--- src/rtl/dram_forward_streamer.sv ---
// dram_forward_streamer: DRAM read engine that prefetches a burst into a small FIFO
// and streams it to the accelerator's forward-transfer port under valid/ready.
module dram_forward_streamer #(
    parameter int ADDR_WIDTH = 20,
    parameter int DATA_WIDTH = 16,
    parameter int SKID_DEPTH = 4
) (
    input  logic                  link_clk,
    input  logic                  reset,
    input  logic                  start,
    input  logic [ADDR_WIDTH-1:0] base_addr,
    input  logic [ADDR_WIDTH-1:0] words_num,
    input  logic [1:0]            transfer_type,
    output logic                  busy,
    output logic                  done,
    output logic                  mem_en,
    output logic [ADDR_WIDTH-1:0] mem_addr,
    input  logic [DATA_WIDTH-1:0] mem_rdata,
    output logic                  start_forward,
    output logic [1:0]            transfer_type_out,
    output logic [ADDR_WIDTH-1:0] words_num_out,
    output logic [ADDR_WIDTH-1:0] base_addr_out,
    output logic                  valid_from_dram,
    input  logic                  re_from_dram,
    output logic [DATA_WIDTH-1:0] rdata_from_dram
);
    localparam int PW = $clog2(SKID_DEPTH);
    localparam int CW = PW + 1;

    typedef enum logic [1:0] {IDLE, RUN, FINISH} state_t;

    state_t                state_q, state_d;
    logic [ADDR_WIDTH-1:0] base_q, base_d, words_q, words_d;
    logic [ADDR_WIDTH-1:0] issued_q, issued_d, accepted_q, accepted_d;
    logic [1:0]            type_q, type_d;
    logic                  sf_q, sf_d, inflight_q;
    logic [DATA_WIDTH-1:0] fifo_q [SKID_DEPTH];
    logic [PW-1:0]         wr_q, rd_q;
    logic [CW-1:0]         count_q;
    logic                  issue, push, pop;

    // Room is reserved for the read already in flight, so the FIFO cannot overflow.
    assign issue = (state_q == RUN) && (issued_q < words_q) &&
                   ((count_q + CW'(inflight_q)) < CW'(SKID_DEPTH));
    assign push  = inflight_q;
    assign pop   = valid_from_dram && re_from_dram;

    assign valid_from_dram   = count_q != '0;
    assign rdata_from_dram   = valid_from_dram ? fifo_q[rd_q] : '0;
    assign mem_en            = issue;
    assign mem_addr          = base_q + issued_q;
    assign busy              = state_q != IDLE;
    assign done              = state_q == FINISH;
    assign start_forward     = sf_q;
    assign transfer_type_out = type_q;
    assign words_num_out     = words_q;
    assign base_addr_out     = base_q;

    always_comb begin
        state_d    = state_q;
        base_d     = base_q;
        words_d    = words_q;
        type_d     = type_q;
        sf_d       = 1'b0;
        issued_d   = issued_q + ADDR_WIDTH'(issue);
        accepted_d = accepted_q + ADDR_WIDTH'(pop);
        case (state_q)
            IDLE: if (start) begin
                base_d     = base_addr;
                words_d    = words_num;
                type_d     = transfer_type;
                issued_d   = '0;
                accepted_d = '0;
                sf_d       = 1'b1;
                state_d    = (words_num == '0) ? FINISH : RUN;
            end
            RUN:     state_d = (accepted_d == words_q) ? FINISH : RUN;
            FINISH:  state_d = IDLE;
            default: state_d = IDLE;
        endcase
    end

    always_ff @(posedge link_clk) begin
        if (reset) begin
            state_q    <= IDLE;
            base_q     <= '0;
            words_q    <= '0;
            type_q     <= '0;
            sf_q       <= 1'b0;
            issued_q   <= '0;
            accepted_q <= '0;
            inflight_q <= 1'b0;
            wr_q       <= '0;
            rd_q       <= '0;
            count_q    <= '0;
        end else begin
            state_q    <= state_d;
            base_q     <= base_d;
            words_q    <= words_d;
            type_q     <= type_d;
            sf_q       <= sf_d;
            issued_q   <= issued_d;
            accepted_q <= accepted_d;
            inflight_q <= issue;
            wr_q       <= wr_q + PW'(push);
            rd_q       <= rd_q + PW'(pop);
            count_q    <= count_q + CW'(push) - CW'(pop);
        end
    end

    always_ff @(posedge link_clk) begin
        if (push) fifo_q[wr_q] <= mem_rdata;
    end

    assert property (@(posedge link_clk) disable iff (reset)
        !(push && !pop && count_q == CW'(SKID_DEPTH)));
endmodule
--- config.mk ---
export PLATFORM = sky130hd
export DESIGN_NAME = dram_forward_streamer
export DESIGN_NICKNAME = d
export VERILOG_FILES = /design/src/rtl/dram_forward_streamer.sv
export SDC_FILE = /design/constraint.sdc
export NUM_CORES = 1
export LEC_CHECK = 0
export BUFFER_PORTS_ARGS = -buffer_cell sky130_fd_sc_hd__buf_2
export CELL_PAD_IN_SITES_DETAIL_PLACEMENT = 0
export CELL_PAD_IN_SITES_GLOBAL_PLACEMENT = 1
export CORE_ASPECT_RATIO = 1.5
export CORE_MARGIN = 2
export CORE_UTILIZATION = 47
export DETAILED_ROUTE_END_ITERATION = 6
export GPL_TIMING_DRIVEN = 0
export PLACE_DENSITY_LB_ADDON = 0.3
export SLEW_MARGIN = 20
export SYNTH_ARGS = -nofsm -noshare
export SYNTH_HDL_FRONTEND = slang
export SYNTH_SLANG_ARGS = --single-unit
--- constraint.sdc ---
create_clock -name link_clk -period 10.1 [get_ports link_clk]
set_input_delay 1.01 -clock link_clk [delete_from_list [all_inputs] [get_ports link_clk]]
set_output_delay 1.01 -clock link_clk [all_outputs]
set_load 0.02 [all_outputs]
# Word-level counts from Yosys, hierarchy flattened

Memory sizes are Yosys's and may differ from the RTL's. A register that Yosys moved wholly into a read port is not among the register bits.
Index checks and enable logic that the tools add are counted.

Register bits: 93
Bits in writable memories: 64
Input port bits: 62
Output and inout port bits: 83
Logic and storage cells: 48
Memories kept: 1

Memories:

| memory | words | bits a word | rd ports | clocked after memory_dff | write ports | RTL line | RTL |
|---|---|---|---|---|---|---|---|
| fifo_q | 4     | 16          | 1        | 1                        | 1           | 37       | `logic [DATA_WIDTH-1:0] fifo_q [SKID_DEPTH];` |

$add $sub $neg: 7
Order comparisons: 2
Equality and inequality tests: 4
Multiplexer cells: 13
Bitwise operators: 1
Reduce and logical (&&, ||, !) cells: 9

Operators by type and width:

| cell                                                | number |
|---|---|
| two-way mux 20 bit                                  | 4 |
| adder 20 x 1 -> 20 bit                              | 2 |
| adder 20 bit                                        | 1 |
| equality test 20 bit                                | 1 |
| zero test 20 bit                                    | 1 |
| less-than comparator 20 bit                         | 1 |
| two-way mux 16 bit                                  | 1 |
| two-way mux 2 bit                                   | 4 |
| adder 2 x 1 -> 2 bit                                | 2 |
| case mux 2 bit (2 select lines)                     | 1 |
| adder 3 x 1 -> 3 bit                                | 1 |
| logical AND 1 bit                                   | 3 |
| less-than comparator 3 bit, second input constant   | 1 |
| two-way mux 1 bit                                   | 3 |
| nonzero test 3 bit                                  | 1 |
| subtractor 3 x 1 -> 3 bit                           | 1 |
| equality test 2 x 1 -> 1 bit, second input constant | 1 |
| equality test 2 bit, second input constant          | 1 |
| zero test 2 bit                                     | 1 |
| inequality test 2 bit, second input constant        | 1 |
| AND reduction 2 bit                                 | 1 |
| nonzero test 2 bit                                  | 1 |
| OR reduction 2 bit                                  | 1 |
| NOT 1 bit                                           | 1 |

# Logic depth before layout (Yosys ltp)

Gate-level depths: netlist (run 1).

Depth in word-level cells: 6
Depth in mapped cells: 18
Mapped depth without buffers: 18

# Worst setup path after synthesis (run 1)

No wires, ideal clock.

Path type: reg-to-reg
Start: register words_q[14], in the netlist words_num_out[14]
End: register issued_q[18]
Setup time: 0.128 ns
Arrival time: 3.497 ns
Data required time: 9.972 ns
Setup slack: 6.475 ns
Stages on the path, launching flop included: 16
Buffers on the path: 0
Period minus slack after synthesis: 3.625 ns
Cells stage by stage: dfxtp_1 inv_1 ha_1 and3_1 a2111o_1 a21oi_1 a21oi_1 nor3_1 ha_1 ha_1 nand3_1 nor2_1 and3_1 nand4_1 xor2_1 nor2_1

Cells in the longest elaborated chain, start to end: 6

RTL lines:

| what                                | RTL line | RTL |
|---|---|---|
| start: declaration                  | 33       | `logic [ADDR_WIDTH-1:0] base_q, base_d, words_q, words_d;` |
| start signal: assignment            | 99       | `words_q <= words_d;` |
| less-than comparator 20 bit (*)     | 43       | `assign issue = (state_q == RUN) && (issued_q < words_q) &&` |
| logical AND 1 bit (*) (2 in series) | 43       |  |
| net mem_en                          | 16       | `output logic mem_en,` |
| adder 20 x 1 -> 20 bit (*)          | 65       | `issued_d = issued_q + ADDR_WIDTH'(issue);` |
| two-way mux 20 bit                  | 68       | `IDLE: if (start) begin` |
| two-way mux 20 bit (*)              | 67       | `case (state_q)` |
| end signal: assignment              | 102      | `issued_q <= issued_d;` |
| end: declaration                    | 34       | `logic [ADDR_WIDTH-1:0] issued_q, issued_d, accepted_q, accepted_d;` |

The timed path passes the listed nets; every way through them passes the cells marked *.
A chain may end at the register's enable or synchronous reset.

# Worst setup path in the final report (run 1)

Start: register count_q[0]
End: register state_q[1]

Cells in the longest elaborated chain, start to end: 6

RTL lines:

| what                            | RTL line | RTL |
|---|---|---|
| start: declaration              | 39       | `logic [CW-1:0] count_q;` |
| start signal: assignment        | 107      | `count_q <= count_q + CW'(push) - CW'(pop);` |
| nonzero test 3 bit              | 48       | `assign valid_from_dram = count_q != '0;` |
| logical AND 1 bit               | 46       | `assign pop = valid_from_dram && re_from_dram;` |
| adder 20 x 1 -> 20 bit          | 66       | `accepted_d = accepted_q + ADDR_WIDTH'(pop);` |
| equality test 20 bit            | 77       | `RUN: state_d = (accepted_d == words_q) ? FINISH : RUN;` |
| two-way mux 2 bit               | 77       |  |
| case mux 2 bit (2 select lines) | 67       |  |
| end signal: assignment          | 97       | `state_q <= state_d;` |
| end: declaration                | 32       | `state_t state_q, state_d;` |

Every way passes these cells.

==> results of run 1 <==
cells by family (layout without fill, tap and decap cells):
kind of cell / after synthesis / after routing / share of synthesized area
flip-flops: 157 / 157 / 0.4982
adder cells (fa/ha/maj): 49 / 49 / 0.08171
AND/OR/NAND/NOR: 235 / 235 / 0.1588
buffers and inverters: 53 / 231 / 0.02850
AO/OA/AOI/OAI: 119 / 119 / 0.1041
XOR/XNOR: 68 / 68 / 0.07842
multiplexers: 18 / 18 / 0.05025
state kept, by name, indices dropped and copies added, names as in the netlist, 3 cells and up:
signal         flops
words_num_out     20
count_q            3
accepted_q        20
base_addr_out     20
issued_q          20
fifo_q            64
layout make-up:
cell class              instances  area share
flip-flops and latches        157      0.4117
multi-input cells             489      0.3919
repair buffers                146     0.08086
clock buffers                  17     0.04628
well taps                     203     0.02763
clock inverters                15     0.01811
inverters                      31     0.01266
plain buffers                  22     0.01089
how the worst max path moves through the flow:
| stage | from | to | slack (ns) | cells after the start |
|---|---|---|---|---|
| after global placement | count_q[0] | state_q[1] | 5.59 | 13 |
| after floorplan | words_num_out[14] | issued_q[18] | 6.48 | 15 |
| final | count_q[0] | state_q[1] | 5.72 | 14 |
| after global routing | count_q[0] | state_q[1] | 5.39 | 13 |
| after detailed placement | count_q[0] | state_q[1] | 5.62 | 14 |
| after CTS | count_q[0] | state_q[1] | 5.59 | 13 |
worst reg2reg max path, cell delays in order, from the launching register on:
cell	delay, ns
sky130_fd_sc_hd__dfxtp_1	0.32
sky130_fd_sc_hd__nor3_1	0.83
sky130_fd_sc_hd__clkbuf_1	0.44
sky130_fd_sc_hd__nor2b_1	0.21
sky130_fd_sc_hd__ha_1	0.26
sky130_fd_sc_hd__ha_1	0.23
sky130_fd_sc_hd__nand4_1	0.14
sky130_fd_sc_hd__or2_1	0.13
sky130_fd_sc_hd__buf_6	0.14
sky130_fd_sc_hd__nor3_4	0.06
sky130_fd_sc_hd__xnor2_1	0.19
sky130_fd_sc_hd__o21ai_1	0.07
sky130_fd_sc_hd__or4_1	0.55
sky130_fd_sc_hd__nor4b_2	0.55
sky130_fd_sc_hd__a22o_1	0.20
synth_stat cells (all sizes together) (5+ instances only):
master  instances  area, sq um
nand4          10        83.83
dfxtp          93         1862
nand2          52        195.2
a31oi           6        37.54
and3            8        50.05
mux4           16        360.4
inv            31        116.4
xor2           19        166.4
nor3           16        96.35
nor2           71        282.8
a22o           23        201.4
buf             5        36.28
clkbuf         17        63.81
ha             48        600.6
nor4            9        62.56
a21oi          18        90.09
o21ai          39        195.2
a21o            9        67.56
nor2b          25        156.4
and2            6        37.54
xnor2          49        429.2
nand3          21        110.1
a211oi          5        37.54
edfxtp         64         1922
power groups by stage:
| stage | registers, uW | clock network (uW) | logic (uW) |
|---|---|---|---|
| floorplan | 739 | 0 | 273 |
| global placement | 729 | 0 | 416 |
| detailed placement | 731 | 0 | 425 |
| CTS | 716 | 637 | 426 |
| global route | 720 | 666 | 457 |
| finish | 716 | 627 | 416 |
stage by stage:
step | instances | instance area [sq um]
floorplan | 699 | 7595
global placement | 1046 | 8569
detailed placement | 1048 | 8600
CTS | 1080 | 9191
global route | 1080 | 9191
finish | 1080 | 9191
routing by layer:
| layer | wire (um) | global-route usage |
|---|---|---|
| met5 | 0 | 0 |
| met2 | 10350 | 0.4288 |
| met1 | 6828 | 0.2259 |
| met3 | 785 | 0.04939 |
| met4 | 578 | 0.09324 |
==> metrics.md, run 1 <==
| Metric | Value |
|---|---|
| Run status | `finished clean` |
| CP Data Required Time | `~10 ns` |
| Syn Inst Count | `approximately 700` |
| Port bufs | `144` |
| Setup Slack @ Placement | `about 5.6 ns` |
| Library cell contributing the largest single delay on the critical path | `sky130_fd_sc_hd__nor3_1` |
| Hold/Removal Path Class | `register to register` |
| Die Width | `approximately 110 um` |
| Count of unresolved DRC violations after routing | `0` |
| Worst rel slew slack | `0.3112` |
| FF+latch count, synth | `around 160` |
| R2R setup slack | `5.72 ns` |
| P&R area growth vs syn | `21.02%` |
| Post-synth net total | `810` |
| Share of post-route cells with drive strength above 1 | `0.2417` |
| Via count of the first global-routing pass | `between 6,000 and 7,000` |
| Std-Cell Rows | `56` |
| Buffers from clock root to sink, at most | `2` |
| Predominant post-synthesis flop cell | `sky130_fd_sc_hd__dfxtp_1` |
| Reg-to-Reg End | `state_q[1]` |
| Final WS setup | `5.718 ns` |
| Leftover overflow at the end of global routing | `0` |
| CTS Buf Count | `17` |
| Share of power burned in the clock network | `0.356` |
| Worst reg2reg path startpoint | `count_q[0]` |
| Placed wire-length estimate after detailed placement | `around 15,000 um` |
| Final wirelength | `~19,000 um` |
| Overall Power | `between 1500 and 2000 uW` |
| Multi-input logic area | `0.003602 sq mm` |
| Antenna fix cells | `0` |
| Detail Route Antenna Nets | `0` |
| Internal power contribution | `between 1000 and 1500 uW` |
| Cell class contributing the biggest share of worst-path delay | `simple AND/OR/NAND/NOR gates` |
| Sinks on Clock Net | `157` |
| Commonest non-fill, non-tap cells in the layout | `sky130_fd_sc_hd__buf_2 (146), sky130_fd_sc_hd__dfxtp_1 (93), sky130_fd_sc_hd__nor2_1 (69)` |
| Antenna violations before repair | `1` |
| Iter 0 DRT Violations | `about 270` |
| Global-route wire length before repair | `29,770 um` |
| Via count | `around 5,800` |
| Number of resized instances in the post-cts repair step | `0` |
| Last weighted congestion value of the routability-driven placer | `between 0.8 and 0.9` |
| Post-DR vias/cell | `5.362` |
| DR WL/cell | `approximately 17 um` |
| Number of library cell types mapped by synthesis | `60` |
| Start point of the worst min-delay path | `transfer_type_out[1]` |
| Cell mode on critical path | `sky130_fd_sc_hd__ha_1` |
| Max Fanout on Critical Path | `10` |
| Cell breakdown of the critical path | `nor3_1 > clkbuf_1 > nor2b_1 > ha_1 > ha_1 > nand4_1 > or2_1 > buf_6 > nor3_4 > xnor2_1 > o21ai_1 > or4_1 > nor4b_2 > a22o_1` |
| Worst-case vdd ir drop | `around 160 uV` |
| Leak Pwr | `0.003844 uW` |
| Global-route total usage across every layer | `0.2237` |
| Worst Tran Pin Value | `about 1.0 ns` |
| Final count of pins violating max slew | `0` |
| Count of yosys warnings during synthesis | `0` |
| Clock tree from TritonCTS | `yes` |
| Total iterations of the first detailed-routing run | `4` |
| Number of buffers inserted for hold repair after clock tree synthesis | `0` |
| Net count reported at finish | `975` |
| Fin crit share | `0.4338` |
| Delay contributed by the slowest stage of the critical path | `between 0.8 and 0.9 ns` |
| Syn_area_per_cell | `roughly 11 sq um` |
| Die Outline Area | `about 0.017 sq mm` |
| Maximum clock rate | `roughly 0.23 GHz` |
| Ports placed on the boundary | `between 100 and 150` |
| WP data arrival | `4.75 ns` |
| Number of failing setup endpoints in the final timing report | `0` |
| Hold Worst Slack | `0.4899 ns` |
| Fraction of registers with async set or reset after synthesis | `0` |
| Die Ht | `roughly 160 um` |
| Hold endpoint | `transfer_type_out[1]` |
| Layout Utilization | `0.5856` |
| Aggregate negative setup slack | `0 ns` |
| Worst r2r path cells | `14` |
| Category of the worst setup path capture point | `register` |
| Worst path buffer plus inverter count | `2` |
| Hold-critical path depth | `1` |
| Part of the total power dissipated in combinational logic | `0.237` |
| Startpoint type of the worst setup path | `register` |
| Root Driver | `sky130_fd_sc_hd__clkbuf_16` |
| Net switching power | `approximately 570 uW` |
| Share of the yosys chip area belonging to registers | `0.4982` |
| Clk Latency, worst-skew pair | `0.43 ns` |
| Number of H-tree levels | `4` |
| Fraction of power spent switching nets | `0.3222` |
| Storage cell area | `approximately 0.0038 sq mm` |
| Number of synthesized flops with an enable pin | `64` |
| Setup repair after global routing missed its margin | `no` |
| Largest net degree at the start of global routing | `19` |
| Fill cell total of the finished layout | `1,367` |
| Number of max-capacitance violations reported | `0` |
| Commonest non-fill, non-tap cell in the layout | `sky130_fd_sc_hd__buf_2` |
| Post-layout min period | `4.382 ns` |
| Post-synthesis instance area | `~0.0076 sq mm` |
| Post-CTS setup buffers | `0` |
| Pwr per Cell Area | `191.4 mW/mm^2` |
| Startpoint-to-endpoint class of the critical path | `register to register` |
| Clock Skews | `between 0.015 and 0.02 ns` |
| Floorplan Core Area | `between 0.015 and 0.02 sq mm` |
| Initial cell density of the core | `0.4839` |
| Clock slew seen by the registers of the worst setup and hold paths | `0.08 ns` |
| Sequential share of power | `0.407` |
| Hold violation count in the final report | `0` |
(Power assumes the default switching activity.)
==> run 2: changes to the inputs <==
--- a/config.mk
+++ b/config.mk
@@ -5,12 +5,13 @@
 export SDC_FILE = /design/constraint.sdc
 export NUM_CORES = 1
 export LEC_CHECK = 0
+export ABC_AREA = 1
 export BUFFER_PORTS_ARGS = -buffer_cell sky130_fd_sc_hd__buf_2
 export CELL_PAD_IN_SITES_DETAIL_PLACEMENT = 0
 export CELL_PAD_IN_SITES_GLOBAL_PLACEMENT = 1
 export CORE_ASPECT_RATIO = 1.5
 export CORE_MARGIN = 2
-export CORE_UTILIZATION = 47
+export CORE_UTILIZATION = 38
 export DETAILED_ROUTE_END_ITERATION = 6
 export GPL_TIMING_DRIVEN = 0
 export PLACE_DENSITY_LB_ADDON = 0.3
==> constraint.sdc (replaced) <==
create_clock -name link_clk -period 3.7 [get_ports link_clk]
set_input_delay 0.37 -clock link_clk [delete_from_list [all_inputs] [get_ports link_clk]]
set_output_delay 0.37 -clock link_clk [all_outputs]
set_load 0.02 [all_outputs]
==> metrics.md, run 2 <==
| Metric | Value |
|---|---|
| Number of max-capacitance violations reported | `0 (unchanged)` |
| Start point of the worst min-delay path | `mem_rdata[1]` |
| Hold/Removal Path Class | `input pin to register` |
| Number of synthesized flops with an enable pin | `64 (unchanged)` |
| Clock Skews | `0.009064 ns (-0.006626 ns)` |
| Post-route cell area | `0.009793 sq mm (+6.5%)` |
| Antenna violations before repair | `1 (unchanged)` |
| Area leader, netlist | `sky130_fd_sc_hd__edfxtp_1` |
| Fraction of registers with async set or reset after synthesis | `0 (unchanged)` |
| Syn_area_per_cell | `8.392 sq um (-23%)` |
| Number of buffers inserted for hold repair after clock tree synthesis | `0 (unchanged)` |
| Die Width | `122.2 um (+13%)` |
| Std-Cell Rows | `64 (+14%)` |
| Global-route wire length before repair | `35,430 um (+19%)` |
| Post-layout min period | `3.435 ns (-0.9464 ns)` |
| Final wirelength | `22,790 um (+23%)` |
| Placed wire-length estimate after detailed placement | `18,130 um (+23%)` |
| Library cell contributing the largest single delay on the critical path | `sky130_fd_sc_hd__dfxtp_2` |
| Worst reg2reg path startpoint | `words_num_out[7]` |
| Setup Slack @ Placement | `-0.1823 ns (-5.805 ns)` |
| Final WS setup | `0.2648 ns (-5.454 ns)` |
| Final count of pins violating max slew | `0 (unchanged)` |
| Detail Route Antenna Nets | `0 (unchanged)` |
| Setup repair after global routing missed its margin | `yes` |
| Delay contributed by the slowest stage of the critical path | `0.36 ns (-0.47 ns)` |
| Share of post-route cells with drive strength above 1 | `0.2028 (-0.03891)` |
| Ports placed on the boundary | `145 (unchanged)` |
| Hold Worst Slack | `0.1567 ns (-0.3333 ns)` |
| CP Data Required Time | `4.05 ns (-6.42 ns)` |
| Largest net degree at the start of global routing | `19 (unchanged)` |
| Category of the worst setup path capture point | `register` |
| Count of unresolved DRC violations after routing | `0 (unchanged)` |
| Maximum clock rate | `0.2911 GHz (+28%)` |
| P&R area growth vs syn | `22.97%` |
| DR WL/cell | `16.29 um (-5.2%)` |
| Startpoint type of the worst setup path | `register` |
| CTS Buf Count | `17 (unchanged)` |
| Run status | `finished clean` |
| Post-synthesis instance area | `0.007964 sq mm (+4.9%)` |
| Initial cell density of the core | `0.3885 (-0.09541)` |
| Worst rel slew slack | `0.4816 (+0.1704)` |
| Net count reported at finish | `1,232 (+26%)` |
| R2R setup slack | `0.26 ns (-5.45 ns)` |
| Post-synth net total | `1,060 (+31%)` |
| Cell class contributing the biggest share of worst-path delay | `simple AND/OR/NAND/NOR gates` |
| Buffers from clock root to sink, at most | `2 (unchanged)` |
| Commonest non-fill, non-tap cells in the layout | `sky130_fd_sc_hd__nand2_1 (153), sky130_fd_sc_hd__buf_2 (144), sky130_fd_sc_hd__nor2_1 (129)` |
| Count leader, synth | `sky130_fd_sc_hd__nand2_1` |
| WP data arrival | `3.79 ns (-0.96 ns)` |
| Die Ht | `181.3 um (+14%)` |
| Clock tree from TritonCTS | `yes` |
| Syn Inst Count | `949 (+36%)` |
| Dominant cells by area after synthesis | `sky130_fd_sc_hd__edfxtp_1 (24%), sky130_fd_sc_hd__dfxtp_1 (23%), sky130_fd_sc_hd__ha_1 (7.5%), sky130_fd_sc_hd__nand2_1 (7.3%), sky130_fd_sc_hd__nor2_1 (6.2%)` |
| Number of library cell types mapped by synthesis | `44 (-27%)` |
| FF+latch count, synth | `157 (unchanged)` |
| Fin crit share | `0.9284 (+0.4946)` |
| Largest Register | `fifo_q` |
| Layout Utilization | `0.4777 (-0.1079)` |
| Worst r2r path cells | `18 (+4)` |
| Port bufs | `143 (-0.69%)` |
| Number of failing setup endpoints in the final timing report | `0 (unchanged)` |
| Hold-critical path depth | `1 (unchanged)` |
| Top cells by instance count after synthesis | `sky130_fd_sc_hd__nand2_1 (154), sky130_fd_sc_hd__nor2_1 (131), sky130_fd_sc_hd__inv_1 (106)` |
| Placed cell area | `0.009095 sq mm (+5.8%)` |
| Flip-flop count of the largest register, all copies and words added | `64 (unchanged)` |
| Pwr per Cell Area | `498.2 mW/mm^2 (+160%)` |
| Reg-to-Reg End | `issued_q[19]` |
| Final std cells w/o fill | `1,399 (+30%)` |
| Share of the yosys chip area belonging to registers | `0.4751 (-0.02309)` |
| Cell breakdown of the critical path | `inv_1 > ha_1 > a21oi_1 > o21ai_0 > a21oi_1 > nor2_1 > o21ai_2 > o2111ai_2 > nor2_2 > ha_2 > nand4_1 > nor2_2 > and3_1 > nand2_2 > nor2_2 > nand4_1 > or2_0 > a21oi_1` |
| Last weighted congestion value of the routability-driven placer | `0.8808 (-0.91%)` |
| Iter 0 DRT Violations | `354 (+33%)` |
| Global-route total usage across every layer | `0.2117 (-0.01197)` |
| Via count | `7,019 (+21%)` |
| Root Driver | `sky130_fd_sc_hd__clkbuf_16` |
| Leak Pwr | `0.004279 uW (+11%)` |
| Hold endpoint | `fifo_q[2][1]` |
| Post-DR vias/cell | `5.017 (-6.4%)` |
| Via count of the first global-routing pass | `6,929 (+15%)` |
| Synth top area share | `0.2413 (-0.01173)` |
| Leftover overflow at the end of global routing | `0 (unchanged)` |
| Worst path buffer plus inverter count | `1 (-1)` |
| Worst-case vdd ir drop | `306.0 uV (+93%)` |
| Worst Tran Pin Value | `0.7734 ns (-0.2519 ns)` |
| Clk Latency, worst-skew pair | `0.43 ns (about the same)` |
| Max Fanout on Critical Path | `3 (-7)` |
| Number of H-tree levels | `4 (unchanged)` |
| Count of yosys warnings during synthesis | `0 (unchanged)` |
| Predominant post-synthesis flop cell | `sky130_fd_sc_hd__dfxtp_1` |
| Cell count after placement | `1,363 (+30%)` |
| Startpoint-to-endpoint class of the critical path | `register to register` |
| Total iterations of the first detailed-routing run | `5 (+1)` |
| Floorplan Core Area | `0.02050 sq mm (+31%)` |
| Clock slew seen by the registers of the worst setup and hold paths | `0.07 ns (about the same)` |
| Hold violation count in the final report | `0 (unchanged)` |
| Die Outline Area | `0.02216 sq mm (+29%)` |
| Sinks on Clock Net | `157 (unchanged)` |
| Commonest non-fill, non-tap cell in the layout | `sky130_fd_sc_hd__nand2_1` |
[run 2: cell types whose count changed after synthesis, sizes merged, moves of 8 or more]
| cell | change |
|---|---|
| nand2 | +106 |
| inv | +76 |
| nor2 | +71 |
| a21oi | +50 |
| xnor2 | -37 |
| nand3 | +31 |
| o21ai | +28 |
| nor2b | -25 |
| mux4 | -16 |
| o22ai | +12 |
| a21o | -8 |
[run 2: cells by family (layout without fill, tap and decap cells)]
family                     after synthesis  count (layout)  synth area share
adders and majority gates               49              49           0.07793
DFF                                    157             157            0.4751
and+or+nand+nor                        395             395            0.2157
xor gates and xnor gates                33              33           0.03629
buffers and inverters                  132             317           0.06237
other                                    0               1                 0
AOI/OAI and AO/OA                      183             183            0.1326
[run 2: metrics by stage]
| stage | setup TNS, ns | power, uW |
|---|---|---|
| 6_report | 0 | 4879 |
| 5_1_grt | -0.1863 | 5148 |
| 4_1_cts | 0 | 4926 |
| 3_5_place_dp | -0.3575 | 3179 |
| 3_3_place_gp | -0.8157 | 3158 |
| 2_1_floorplan | 0 | 2725 |
[run 2: worst max-delay path by stage]
stage,startpoint,endpoint,cells past startpoint
after floorplan,words_num_out[7],issued_q[18],20
after global placement,count_q[0],state_q[0],17
after CTS,issued_q[5],issued_q[18],19
after global routing,words_num_out[7],issued_q[18],20
final,words_num_out[7],issued_q[19],18
after detailed placement,words_num_out[5],issued_q[18],20
[run 2: power by group]
| group | leakage, uW | internal [uW] | switching [uW] |
|---|---|---|---|
| Sequential | 0.00134 | 1880 | 56.0 |
| Combinational | 0.00265 | 376 | 827 |
| Clock | 0.000291 | 912 | 828 |
[run 2: per-layer routing]
layer  share of wire  track usage
met5               0            0
met4           0.036      0.08828
met3           0.048      0.04072
met2            0.52       0.3844
met1            0.40       0.2365
[run 2: repair_timing]
item	CTS	global route
gates resized for setup	4	14
endpoints found under the setup margin	6	8
setup buffers	1	2
cloned	0	0
pin swaps	1	8
[run 2: final cells by class]
| cell class | count | area [sq um] |
|---|---|---|
| clock buffers | 17 | 425.4 |
| fillers | 2062 | 10710 |
| flip-flops and latches | 157 | 3787 |
| plain buffers | 24 | 91.34 |
| clock inverters | 15 | 171.4 |
| inverters | 108 | 405.4 |
| multi-input cells | 660 | 3781 |
| diodes | 1 | 2.502 |
| well taps | 264 | 330.3 |
| repair buffers | 153 | 798.3 |
